--- src/rtl/i2s_transmitter.sv ---
// rtl/i2s_transmitter.sv - I2S master transmitter: sclk/ws from mclk, one-deep holding register, MSB-first serialiser
// Define I2S_TX_LJ_EN for left-justified output (MSB on the ws edge instead of one sclk later).

module i2s_transmitter #(
  parameter int sclk_ws_ratio   = 64,
  parameter int mclk_sclk_ratio = 4,
  parameter int d_width         = 24
) (
  input  logic                      mclk,
  input  logic                      reset_n,
  input  logic                      tx_valid,
  output logic                      tx_ready,
  input  logic signed [d_width-1:0] l_data_tx,
  input  logic signed [d_width-1:0] r_data_tx,
  output logic                      sclk,
  output logic                      ws,
  output logic                      sd_tx,
  output logic                      underrun
);

  localparam int MC_HALF = mclk_sclk_ratio / 2;
  localparam int MC_W    = (MC_HALF > 1) ? $clog2(MC_HALF) : 1;
  localparam int WS_W    = (sclk_ws_ratio > 1) ? $clog2(sclk_ws_ratio) : 1;
  localparam logic [MC_W-1:0] MC_LAST = MC_W'(MC_HALF - 1);
  localparam logic [WS_W-1:0] WS_LAST = WS_W'(sclk_ws_ratio - 1);

`ifdef I2S_TX_LJ_EN
  localparam bit LJ_MODE      = 1'b1;
  localparam int LAST_BIT_CNT = 2 * d_width - 3;
`else
  localparam bit LJ_MODE      = 1'b0;
  localparam int LAST_BIT_CNT = 2 * d_width - 1;
`endif

  logic [MC_W-1:0]    mclk_cnt_q, mclk_cnt_d;
  logic [WS_W-1:0]    ws_cnt_q, ws_cnt_d;
  logic               sclk_q, sclk_d;
  logic               ws_q, ws_d;
  logic               sd_q, sd_d;
  logic               underrun_q, underrun_d;
  logic               hold_full_q, hold_full_d;
  logic [d_width-1:0] hold_l_q, hold_l_d;
  logic [d_width-1:0] hold_r_q, hold_r_d;
  logic [d_width-1:0] frame_l_q, frame_l_d;
  logic [d_width-1:0] frame_r_q, frame_r_d;
  logic [d_width-1:0] shift_q, shift_d;

  logic               toggle;
  logic               fall;
  logic               ws_wrap;
  logic               transfer;
  logic [d_width-1:0] load_val;

  always_comb begin
    toggle   = (mclk_cnt_q == MC_LAST);
    fall     = toggle && sclk_q;
    ws_wrap  = toggle && (ws_cnt_q == WS_LAST);
    transfer = ws_wrap && ws_q;

    mclk_cnt_d  = toggle ? '0 : mclk_cnt_q + 1'b1;
    ws_cnt_d    = ws_cnt_q;
    sclk_d      = sclk_q;
    ws_d        = ws_q;
    sd_d        = sd_q;
    underrun_d  = 1'b0;
    hold_full_d = hold_full_q;
    hold_l_d    = hold_l_q;
    hold_r_d    = hold_r_q;
    frame_l_d   = frame_l_q;
    frame_r_d   = frame_r_q;
    shift_d     = shift_q;
    load_val    = '0;

    if (toggle) begin
      sclk_d   = ~sclk_q;
      ws_cnt_d = ws_wrap ? '0 : ws_cnt_q + 1'b1;
    end
    if (ws_wrap) begin
      ws_d = ~ws_q;
    end

    // A starved frame keeps the previous pair in the frame registers, so it repeats
    if (transfer) begin
      if (hold_full_q) begin
        frame_l_d   = hold_l_q;
        frame_r_d   = hold_r_q;
        hold_full_d = 1'b0;
      end else if (tx_valid) begin
        frame_l_d = l_data_tx;
        frame_r_d = r_data_tx;
      end else begin
        underrun_d = 1'b1;
      end
    end else if (tx_valid && !hold_full_q) begin
      hold_l_d    = l_data_tx;
      hold_r_d    = r_data_tx;
      hold_full_d = 1'b1;
    end

    // ws wrap is always a falling sclk edge; the left load takes this cycle's transfer result
    if (fall) begin
      sd_d = 1'b0;
      if (ws_wrap) begin
        load_val = ws_q ? frame_l_d : frame_r_q;
        if (LJ_MODE) begin
          sd_d    = load_val[d_width-1];
          shift_d = {load_val[d_width-2:0], 1'b0};
        end else begin
          shift_d = load_val;
        end
      end else if (int'(ws_cnt_q) <= LAST_BIT_CNT) begin
        sd_d    = shift_q[d_width-1];
        shift_d = {shift_q[d_width-2:0], 1'b0};
      end
    end
  end

  always_ff @(posedge mclk or negedge reset_n) begin
    if (!reset_n) begin
      mclk_cnt_q  <= '0;
      ws_cnt_q    <= '0;
      sclk_q      <= 1'b0;
      ws_q        <= 1'b0;
      sd_q        <= 1'b0;
      underrun_q  <= 1'b0;
      hold_full_q <= 1'b0;
      hold_l_q    <= '0;
      hold_r_q    <= '0;
      frame_l_q   <= '0;
      frame_r_q   <= '0;
      shift_q     <= '0;
    end else begin
      mclk_cnt_q  <= mclk_cnt_d;
      ws_cnt_q    <= ws_cnt_d;
      sclk_q      <= sclk_d;
      ws_q        <= ws_d;
      sd_q        <= sd_d;
      underrun_q  <= underrun_d;
      hold_full_q <= hold_full_d;
      hold_l_q    <= hold_l_d;
      hold_r_q    <= hold_r_d;
      frame_l_q   <= frame_l_d;
      frame_r_q   <= frame_r_d;
      shift_q     <= shift_d;
    end
  end

  assign tx_ready = ~hold_full_q;
  assign sclk     = sclk_q;
  assign ws       = ws_q;
  assign sd_tx    = sd_q;
  assign underrun = underrun_q;

endmodule

--- config.mk ---
export PLATFORM = sky130hd
export DESIGN_NAME = i2s_transmitter
export DESIGN_NICKNAME = d
export VERILOG_FILES = /design/src/rtl/i2s_transmitter.sv
export SDC_FILE = /design/constraint.sdc
export NUM_CORES = 1
export LEC_CHECK = 0
export CORE_MARGIN = 5
export CORE_UTILIZATION = 35
export CTS_CLUSTER_DIAMETER = 200
export DETAILED_ROUTE_END_ITERATION = 10
export PLACE_DENSITY = 0.53
export SYNTH_ARGS = -nofsm -noshare
export SYNTH_HDL_FRONTEND = slang
export SYNTH_SLANG_ARGS = --single-unit
--- constraint.sdc ---
create_clock -name mclk -period 2.5 [get_ports mclk]
set_input_delay 0.75 -clock mclk [delete_from_list [all_inputs] [get_ports mclk]]
set_output_delay 0.75 -clock mclk [all_outputs]
set_load 0.01 [all_outputs]
==> Yosys cells after proc, flatten, opt, wreduce, memory -nomap -nowiden <==
Cells that the tools add are included.
{ "classes": {"addsub": 2, "n_lt_le_gt_ge": 1, "eq_ne": 1, "muxes": 17, "n_bitwise": 4, "n_reduce_logical": 11} }
{ "ops": {"columns": ["op", "n"], "rows": [
  ["24-bit two-way mux", 8],
  ["1-bit two-way mux", 8],
  ["6-bit by 1-bit adder with 6-bit output (second input constant)", 1],
  ["6-bit equality test (second input constant)", 1],
  ["6-bit less-or-equal comparator (second input constant)", 1],
  ["6-bit two-way mux", 1],
  ["2-bit AND reduction", 3],
  ["2-bit nonzero test", 3],
  ["1-bit logical AND", 4],
  ["1-bit inverter", 4],
  ["1-bit adder (second input constant)", 1],
  ["1-bit logical NOT", 1]
]} }
{ "word_totals": {"regBits": 132, "in_bits": 51, "output_inout_bits": 5, "word_cells": 48} }

==> Logic depth before layout (Yosys ltp) <==
{ "logic_depth": {"ltp_word": 6, "depth_mapped": 8, "depth_no_buf": 5} }

==> Worst setup path after synthesis <==
No wires, ideal clock.
{ "synth_path": {"kind": "in2reg", "from": "input port tx_valid", "to": "register shift_q[15]", "setup_ns": 0.131, "arrival_ns": 1.756, "t_required_ns": 2.369, "path_slack_ns": 0.614, "path_stages": 6, "path_buffers": 2, "cell_sequence": "buf_2 clkbuf_1 mux2i_1 nand2_1 a311oi_1 o21ai_0"} }
{ "synth_between": {"elab_chain_cells": 5} }
{ "synth_rtl": {"columns": ["item", "line", "source"], "rows": [
  ["from (decl)", "11", "input logic tx_valid,"],
  ["24-bit two-way mux", "88", "end else if (tx_valid) begin"],
  ["24-bit two-way mux", "84", "if (hold_full_q) begin"],
  ["24-bit two-way mux", "83", "if (transfer) begin"],
  ["24-bit two-way mux", "104", "load_val = ws_q ? frame_l_d : frame_r_q;"],
  ["24-bit two-way mux", "103", "if (ws_wrap) begin"],
  ["to (signal assigned)", "144", "shift_q <= shift_d;"],
  ["to (decl)", "46", "logic [d_width-1:0] shift_q, shift_d;"]
]} }
No other way between the ends.
A chain may end at the register's enable or synchronous reset.

==> Final worst setup path <==
{ "layout_path": {"from": "register ws_q, in the netlist ws", "to": "output port ws"} }
{ "layout_lines": {"columns": ["item", "line", "source"], "rows": [
  ["from (decl)", "38", "logic ws_q, ws_d;"],
  ["from (signal assigned)", "136", "ws_q <= ws_d;"],
  ["to (decl)", "16", "output logic ws,"]
]} }
No word-level cell between the ends.

==> key figures <==
Outcome
  – Status: finished, final reports clean

Power and ir drop
  – Leak: 0.00357 uW
  – Power density over the cells: 663 mW/mm2
  – Overall power: 5300 uW
  – Max VDD drop: 435 uV

Setup path
  – Slowest CP cell: clkdlybuf4s50_1
  – Bufs and invs on worst path: 1
  – Crit path kind: reg -> out
  – Critical R2R Launch: ws_cnt_q[0]
  – Worst-path maximum fanout: 11
  – Beginning of the critical path: ws
  – CP peak stage delay: 0.64 ns
  – Endpoint class of the critical path: output port
  – Worst endpoint data arrival time: 1.64 ns
  – WP data required: 1.75 ns
  – CP Launch Type: flop
  – CP cell instances: clkdlybuf4s50_1
  – Critical path's top delay family: buffers and inverters

Min path
  – Hold crit path type: in -> async

Floorplan
  – Core ar.: 0.0185 mm2
  – Die Height: 147 um
  – Io pins: 56
  – Starting Density: 35.3%
  – Floorplan row count: 50
  – Die W: 147 um
  – Die area: 0.0215 mm2

CTS
  – H-tree depth: 4
  – TritonCTS Buffers: 17
  – Clock Path Buffers: 2
  – Clock sinks: 132
  – Clock Root Buffer: clkbuf_16
  – PostCTS Resize Cnt: 0
  – Setup Buffers After CTS: 0
  – Skew-Pair Late Insertion Delay: 0.42 ns
  – TritonCTS clock tree: done
  – Hold-fix buffer count after cts: 0
  – CTS clk-pin slew, worst paths: 0.06 ns

Routing
  – Residual DRC: 0
  – Routed Antenna Nets: 0
  – First DRT Iteration DRCs: 293
  – Drt wl/cell: 18.0 um
  – Via density: 5.40
  – Vias: 4894
  – 1st-pass router iterations: 5
  – Total Wirelength: 16300 um

Logic synthesis
  – Synth unique cells: 41
  – Main combinational cell family by area after synthesis: compound AO/OA/AOI/OAI gates
  – Simple-gate portion of the synthesized area: 14.9%
  – Post-Synthesis Cell Area: 0.00654 mm2
  – EDFF count, synth: 0
  – Fraction of registers with async set/reset: 100%
  – Cells after Synth: 616
  – Syn Nets: 668
  – Synth area leader: dfrtp_1
  – Register area share after synthesis: 50.5%
  – Yosys top cell area share: 50.5%
  – Syn_area_per_cell: 10.6 um2
  – Mux cell area share after synthesis: 13.7%
  – Top_reg_cell synth: dfrtp_1
  – Warnings, synthesis: 0
  – Yosys reg bits: 132
  – Synth Area in XOR/XNOR: 0.670%
  – Synth Area in Adders: 0.191%
  – Synth top area cells: dfrtp_1 (51%), mux2_2 (5.0%), mux2_4 (4.6%)
  – Compound-Gate Fraction of Synth Area: 15.8%

Timing
  – Period utilisation layout: 95.6%
  – Headroom to the max-slew limit: 33.3%
  – Final Max Tran Viols: 0
  – Endpoints failing setup: 0
  – Tmin final: 2.39 ns
  – Final Hold Violating Endpoints: 0
  – RSZ-0062 raised after global routing: false
  – Worst Max-Slew Pin Slew: 0.990 ns
  – Clock Skews: 0.0104 ns
  – Final TNS setup: 0 ns
  – F_max: 418 MHz

Layout
  – Post-Layout Cell Count: 907
  – Layout area overhead: 22.5%
  – Fin nets: 712
  – Final core occ: 43.2%
  – Fraction of layout instances using a drive strength above 1: 16.5%
  – ANT cells: 0
  – Most frequent cells in the layout: dfrtp_1 (131), a21oi_1 (55), clkdlybuf4s50_1 (53)
  – Most common cell after layout, fill and taps aside: dfrtp_1

GRT
  – First-pass GRT wire length: 26300 um
  – Pin count of the biggest net entering global routing: 74
  – Vias in the first global route: 4876
  – Initial antenna violation count: 0
  – All-layer global routing usage: 15.4%
  – Global route overflow: 0

Placement
  – Port Buffers: 55
  – Placed Cells: 875
  – Final GP Congestion: 0.772
  – Post-DP HPWL: 10800 um

Run
  – Max-Cap Viols: 0
-- registers in the layout (all words and copies together), names as in the netlist, 6 cells and up --
register	count
hold_l_q	24
ws_cnt_q	6
hold_r_q	24
frame_l_q	24
frame_r_q	24
shift_q	24
-- cells by family (layout without fill, tap and decap cells) --
family,count (synthesis),in the layout
multiplexers,76,76
flip-flops,132,132
XOR/XNOR,5,5
adder cells (fa/ha/maj),1,1
AO/OA/AOI/OAI,165,165
buffers and inverters,57,114
AND/OR/NAND/NOR,180,180
-- cells in the mapped netlist (2+ instances only) --
cell      count
dfrtp_1     132
a21oi_1      55
nand2_1      49
nor2_1       36
nor2b_1      34
mux2_2       29
a211oi_1     28
mux2i_1      27
o21ai_0      24
buf_2        21
mux2_4       20
clkbuf_1     19
nand2b_1     18
nand4_1      18
a221o_1      17
a31oi_1      17
o21ai_1      14
inv_1         8
a21o_1        6
nand3b_1      6
nor4_1        6
buf_6         4
and3_1        3
buf_1         3
xnor2_1       3
buf_4         2
nand3_4       2
xor2_1        2
-- stage by stage --
step	instance area (um2)	setup slack [ns]	hold slack [ns]
after global routing	8010	0.0435	0.282
final	8010	0.109	0.271
after floorplan	6540	0.614	0.443
after detailed placement	7370	0.215	0.465
after CTS	8010	0.0635	0.268
after global placement	7370	0.224	0.461
-- where the power goes --
group	leakage, uW	switching, uW	internal [uW]
clock network	0.000308	923	1720
registers	0.00164	53.0	2230
logic	0.00162	171	203
total	0.00357	1150	4160
-- path summary, 6_finish.rpt --
path                                  to  slack, ns  cells after the start
min in group mclk          frame_l_q[16]       0.48                      1
min                        frame_l_q[11]       0.27                      1
min reg2reg                frame_l_q[16]       0.48                      1
max in group asynchronous   hold_r_q[17]       1.67                      2
max                                   ws       0.11                      1
max reg2reg                 frame_l_q[6]       0.23                      5
-- layout make-up --
class	instances	area (um2)
clock buffer	24	512
clock inverter	8	120
fill	1749	10500
inverter	8	30.0
multi-input combinational	427	2960
sequential	132	3300
tap	234	293
timing repair buffer	74	786
-- layer usage --
metal	wire length, um	share of wire, %	GRT usage (%)	vias to the layer above
li1	-	-	-	2310
met1	7400	45	19.9	2479
met2	8140	50	25.4	84
met3	487	3.0	3.20	21
met4	295	1.8	5.74	0
met5	0	0	0	-
No activity file was read; power rests on OpenSTA's default activity.
==> RTL edit 1, RTL diff (same flow settings) <==
`hold_r_q` no longer has a reset.
--- a/src/rtl/i2s_transmitter.sv
+++ b/src/rtl/i2s_transmitter.sv
@@ -126,5 +126,4 @@
       hold_full_q <= 1'b0;
       hold_l_q    <= '0;
-      hold_r_q    <= '0;
       frame_l_q   <= '0;
       frame_r_q   <= '0;
@@ -139,9 +138,12 @@
       hold_full_q <= hold_full_d;
       hold_l_q    <= hold_l_d;
-      hold_r_q    <= hold_r_d;
       frame_l_q   <= frame_l_d;
       frame_r_q   <= frame_r_d;
       shift_q     <= shift_d;
     end
+  end
+
+  always_ff @(posedge mclk) begin
+    hold_r_q <= hold_r_d;
   end
 
Check against the original RTL: same outputs for any inputs over 10 cycles, from zero or initial values and one cycle with reset_n low; that may be too few to reach the edited logic, so the function may still have changed.
==> RTL edit 1 against the unedited design <==
Routed wire length down 2.7%. Power shrank 3.9%. Core utilization increased by 0.76 points. Worst setup slack improved by 0.12 ns. Synthesized cell count is 5.8% lower. Count of clock-buffer cells in the layout fell by 7. Sequential share of layout area rose by 1.9 points. Sequential cell count unchanged. Synthesized area down 1.7%. Global-route usage up 0.17 points. Design area is 0.95% lower. Largest cell class unchanged. Highest routed layer unchanged.
==> RTL edit 1: results (changes against the unedited design) <==
Parameter                              Value

Status
  Outcome ... finished clean (unchanged)

Global routing
  Vias in the first global route ... 4,902 (was 4,876)
  First-pass GRT wire length ... 26.8 mm (was 26.3 mm)
  Total GRT Usage ... 15.5% (was 15.4%)
  Pin count of the biggest net entering global routing ... 57 (was 74)

Setup path
  Delay of the slowest cell on the worst path ... 0.60 ns (was 0.64 ns)
  Worst Path Max Fanout ... 7 (was 11)
  Arrival @ worst endpoint ... 1.52 ns (was 1.64 ns)
  Crit-path slowest cell ... sky130_fd_sc_hd__clkdlybuf4s50_1 (unchanged)

Synth
  Synth async-reset ratio ... 81.8% (was 100%)
  Count of distinct cell types in the synthesized netlist ... 43 (was 41)
  Area share of xor/xnor cells in the synthesized design ... 0.682% (was 0.670%)
  Nets in the synthesized netlist ... 632 (was 668)
  Largest cells by area after synthesis ... sky130_fd_sc_hd__dfrtp_1 (42%), sky130_fd_sc_hd__edfxtp_1 (11%), sky130_fd_sc_hd__mux2i_1 (7.5%), sky130_fd_sc_hd__o21ai_0 (7.4%), sky130_fd_sc_hd__mux2_4 (4.4%) (was sky130_fd_sc_hd__dfrtp_1 (51%), sky130_fd_sc_hd__mux2_2 (5.0%), sky130_fd_sc_hd__mux2_4 (4.6%), sky130_fd_sc_hd__a21oi_1 (4.2%), sky130_fd_sc_hd__mux2i_1 (4.1%))
  Synth Area in Compound Gates ... 14.0% (was 15.8%)
  Sequential cell area fraction in the yosys report ... 53.3% (was 50.5%)
  Most frequent cells after synthesis ... sky130_fd_sc_hd__dfrtp_1 (108), sky130_fd_sc_hd__o21ai_0 (95), sky130_fd_sc_hd__nand2_1 (60) (was sky130_fd_sc_hd__dfrtp_1 (132), sky130_fd_sc_hd__a21oi_1 (55), sky130_fd_sc_hd__nand2_1 (49))
  Mux share of post-synthesis cell area ... 13.0% (was 13.7%)
  Arithmetic-cell share of the synthesized area counting full adders, half adders and majority gates ... 0.195% (was 0.191%)
  Number of flops mapped to enable cells by yosys ... 24 (was 0)

CTS
  Clock transition at path regs ... 0.06 ns (about the same)
  CTS resizes ... 0 (unchanged)
  Setup bufs post-CTS ... 0 (unchanged)
  Library cell used as clock root buffer ... sky130_fd_sc_hd__clkbuf_16 (unchanged)

Cells and area
  Antenna fix cells ... 0 (unchanged)
  Fraction of layout cells with a size suffix above 1 ... 13.8% (was 16.5%)
  Filler instances ... 1,694 (was 1,749)
  # nets final ... 685 (was 712)

Placed design
  GP Congestion ... 0.802 (was 0.772)
  Detailed-placement wirelength estimate ... 10.5 mm (was 10.8 mm)
  Setup slack after placement ... -0.0205 ns (was 0.215 ns)

STA
  Transition time of the tightest slew-check pin ... 0.554 ns (was 0.990 ns)
  Clock Skew ... 0.00614 ns (was 0.0104 ns)

Drt
  Drt first-iter violations ... 340 (was 293)
  DR vias/cell ... 5.30 (was 5.40)
  Wire length per cell ... 18.2 um (was 18.0 um)

Power
  Leak ... 3.66 nW (was 3.57 nW)
==> RTL edit 1: metal layers <==
metal / global-route usage (%) / wire [um] / up-vias
met3: 3.18 / 676 / 22
met1: 22.6 / 7950 / 2282
li1: - / - / 2223
met5: 0 / 0 / -
met4: 5.97 / 331 / 0
met2: 22.8 / 6920 / 109
==> RTL edit 1: area by class of cell <==
cell class	instances	area share [%]
multi-input cells	397	35.0
repair buffers	81	10.3
well taps	229	3.61
inverters	4	0.189
clock inverters	15	2.37
flip-flops and latches	132	43.2
clock buffers	17	5.36
==> RTL edit 1: path summary, 6_finish.rpt <==
kind / endpoint / depth (start not counted) / startpoint / slack (ns)
max in group asynchronous: hold_l_q[13] / 2 / reset_n / 1.55
min in group mclk: shift_q[2] / 2 / shift_q[2] / 0.48
max reg2reg: shift_q[5] / 5 / ws / 0.55
min reg2reg: shift_q[2] / 2 / shift_q[2] / 0.48
max: ws / 1 / ws / 0.23
min: frame_l_q[20] / 1 / reset_n / 0.30
==> RTL edit 1: where the power goes <==
| part | leakage, nW | internal (mW) | switching, mW |
|---|---|---|---|
| Sequential | 1.61 | 2.23 | 0.0268 |
| Clock | 0.294 | 1.66 | 0.949 |
| Combinational | 1.76 | 0.141 | 0.101 |
| Total | 3.66 | 4.02 | 1.08 |
==> RTL edit 1: cell families after synthesis <==
| group | after synthesis |
|---|---|
| buf+inv | 51 |
| simple gates | 169 |
| compound gates | 149 |
| mux | 73 |
| xor+xnor | 5 |
| flops | 132 |
| fa+ha+maj | 1 |
==> RTL edit 1: through the flow <==
step / util, % / cells / area [um^2] / setup TNS (ns)
3_3_place_gp: 40.6 / 843 / 7320 / 0
4_1_cts: 44.0 / 875 / 7930 / 0
5_1_grt: 44.0 / 875 / 7930 / 0
6_report: 44.0 / 875 / 7930 / 0
2_1_floorplan: - / 580 / 6420 / 0
3_5_place_dp: 40.6 / 843 / 7320 / -0.0523
==> RTL edit 2, RTL diff (config.mk and constraints unchanged) <==
Made on the original files. Build with the macro `I2S_TX_LJ_EN` defined.
--- a/src/rtl/i2s_transmitter.sv
+++ b/src/rtl/i2s_transmitter.sv
@@ -1,4 +1,6 @@
 // rtl/i2s_transmitter.sv - I2S master transmitter: sclk/ws from mclk, one-deep holding register, MSB-first serialiser
 // Define I2S_TX_LJ_EN for left-justified output (MSB on the ws edge instead of one sclk later).
+
+`define I2S_TX_LJ_EN
 
 module i2s_transmitter #(
Formal check against the unedited RTL: no difference found for any inputs over 10 cycles, from zero or initial values and one cycle with reset_n low; that may be too few to reach the edited logic, so the function may still have changed.
==> RTL edit 2 against the unedited design <==
Critical path depth did not move. Sequential power barely moved. Via count fell by 12%. Clock power rose by 6%. Worst setup slack improved by 0.081 ns. Synthesized area fell by 5.5%. Die area fell by 5.1%. Design area fell by 3.5%. Routed wire length fell by 9.0%. Hold slack got worse by 0.11 ns. Power rose by 2.6%. First-iteration DRC count rose by 19%. Sequential cell count fell by 1. Largest power group unchanged. Highest routed layer unchanged.
==> RTL edit 2: results (changes against the unedited design) <==
Parameter                              Value

Synth
  Area share of xor/xnor cells in the synthesized design ... 0.709% (was 0.670%)
  Count of distinct cell types in the synthesized netlist ... 36 (was 41)
  Mux share of post-synthesis cell area ... 21.7% (was 13.7%)
  Synth Area in Compound Gates ... 12.4% (was 15.8%)
  Arithmetic-cell share of the synthesized area counting full adders, half adders and majority gates ... 0.608% (was 0.191%)
  Nets in the synthesized netlist ... 572 (was 668)

Setup path
  Worst R2R Setup Slack ... 0.47 ns (was 0.23 ns)
  Worst Path Max Fanout ... 8 (was 11)
  Worst reg2reg path startpoint ... ws (was ws_cnt_q[0])
  Capturing point of the worst reg2reg path ... shift_q[4] (was frame_l_q[6])

Global routing
  Met2 Use GR ... 24.0% (was 25.4%)
  Met1 usage ... 21.0% (was 19.9%)
  Fraction of met3 tracks used by global routing ... 3.55% (was 3.20%)
  First-pass GRT wire length ... 24.3 mm (was 26.3 mm)

Status
  Outcome ... finished clean (unchanged)

STA
  Highest clock rate ... 0.433 GHz (was 0.418 GHz)
  Clock Skew ... 0.00783 ns (was 0.0104 ns)
  Headroom to the max-slew limit ... 41.0% (was 33.3%)

Drt
  Via count ... 4,301 (was 4,894)
  Metal-1 WL ... 6.99 mm (was 7.40 mm)
  TritonRoute pass-1 iters ... 7 (was 5)
  Wire length on met2 ... 6.97 mm (was 8.14 mm)
  Drt first-iter violations ... 348 (was 293)

Cells and area
  Fraction of layout cells with a size suffix above 1 ... 22.4% (was 16.5%)
  # nets final ... 630 (was 712)

Placed design
  Detailed-placement wirelength estimate ... 9.64 mm (was 10.8 mm)
  Setup slack after placement ... -0.122 ns (was 0.215 ns)

Power
  Leak ... 3.46 nW (was 3.57 nW)
[RTL edit 2: cell count changes after synthesis, sizes merged, moves of 17 or more]
cell / delta
a31oi: -17
a211oi: -28
a222oi: +18
mux2i: +23
nand2: -23
mux2: +19
nand2b: -17
a21oi: -25
nand4: -18
nor2b: -32
[RTL edit 2: worst max-delay path by stage]
stage,start,to,cells after the start
floorplan,tx_valid,shift_q[16],6
global placement,tx_valid,shift_q[4],6
detailed placement,tx_valid,shift_q[6],6
CTS,ws,ws,1
global route,ws,ws,1
finish,ws,ws,1
[RTL edit 2: through the flow]
| stage | area (um^2) | instances | total power [mW] | hold slack, ns |
|---|---|---|---|---|
| 2_1_floorplan | 6180 | 518 | 2.48 | 0.446 |
| 3_3_place_gp | 7050 | 782 | 2.67 | 0.457 |
| 3_5_place_dp | 7050 | 782 | 2.69 | 0.467 |
| 4_1_cts | 7720 | 814 | 5.51 | 0.138 |
| 5_1_grt | 7720 | 814 | 5.66 | 0.142 |
| 6_report | 7720 | 814 | 5.44 | 0.157 |
[RTL edit 2: power breakdown]
group	switching [mW]	internal (mW)	leakage, nW	total [mW]
Sequential	0.0646	2.21	1.60	2.28
Combinational	0.147	0.220	1.53	0.367
Clock	0.900	1.90	0.329	2.80
[RTL edit 2: area by class of cell]
cell class              instances  area share (%)
clock buffers                  23            6.45
clock inverters                 9            2.24
inverters                      11           0.535
multi-input cells             337            34.5
flip-flops and latches        131            42.5
well taps                     225            3.65
repair buffers                 78            10.1
[RTL edit 2: cells by family after synthesis]
family | Yosys count
buffers and inverters | 50
DFF | 131
adders and majority gates | 3
AOI/OAI and AO/OA | 106
xor gates and xnor gates | 5
and+or+nand+nor | 105
muxes | 118
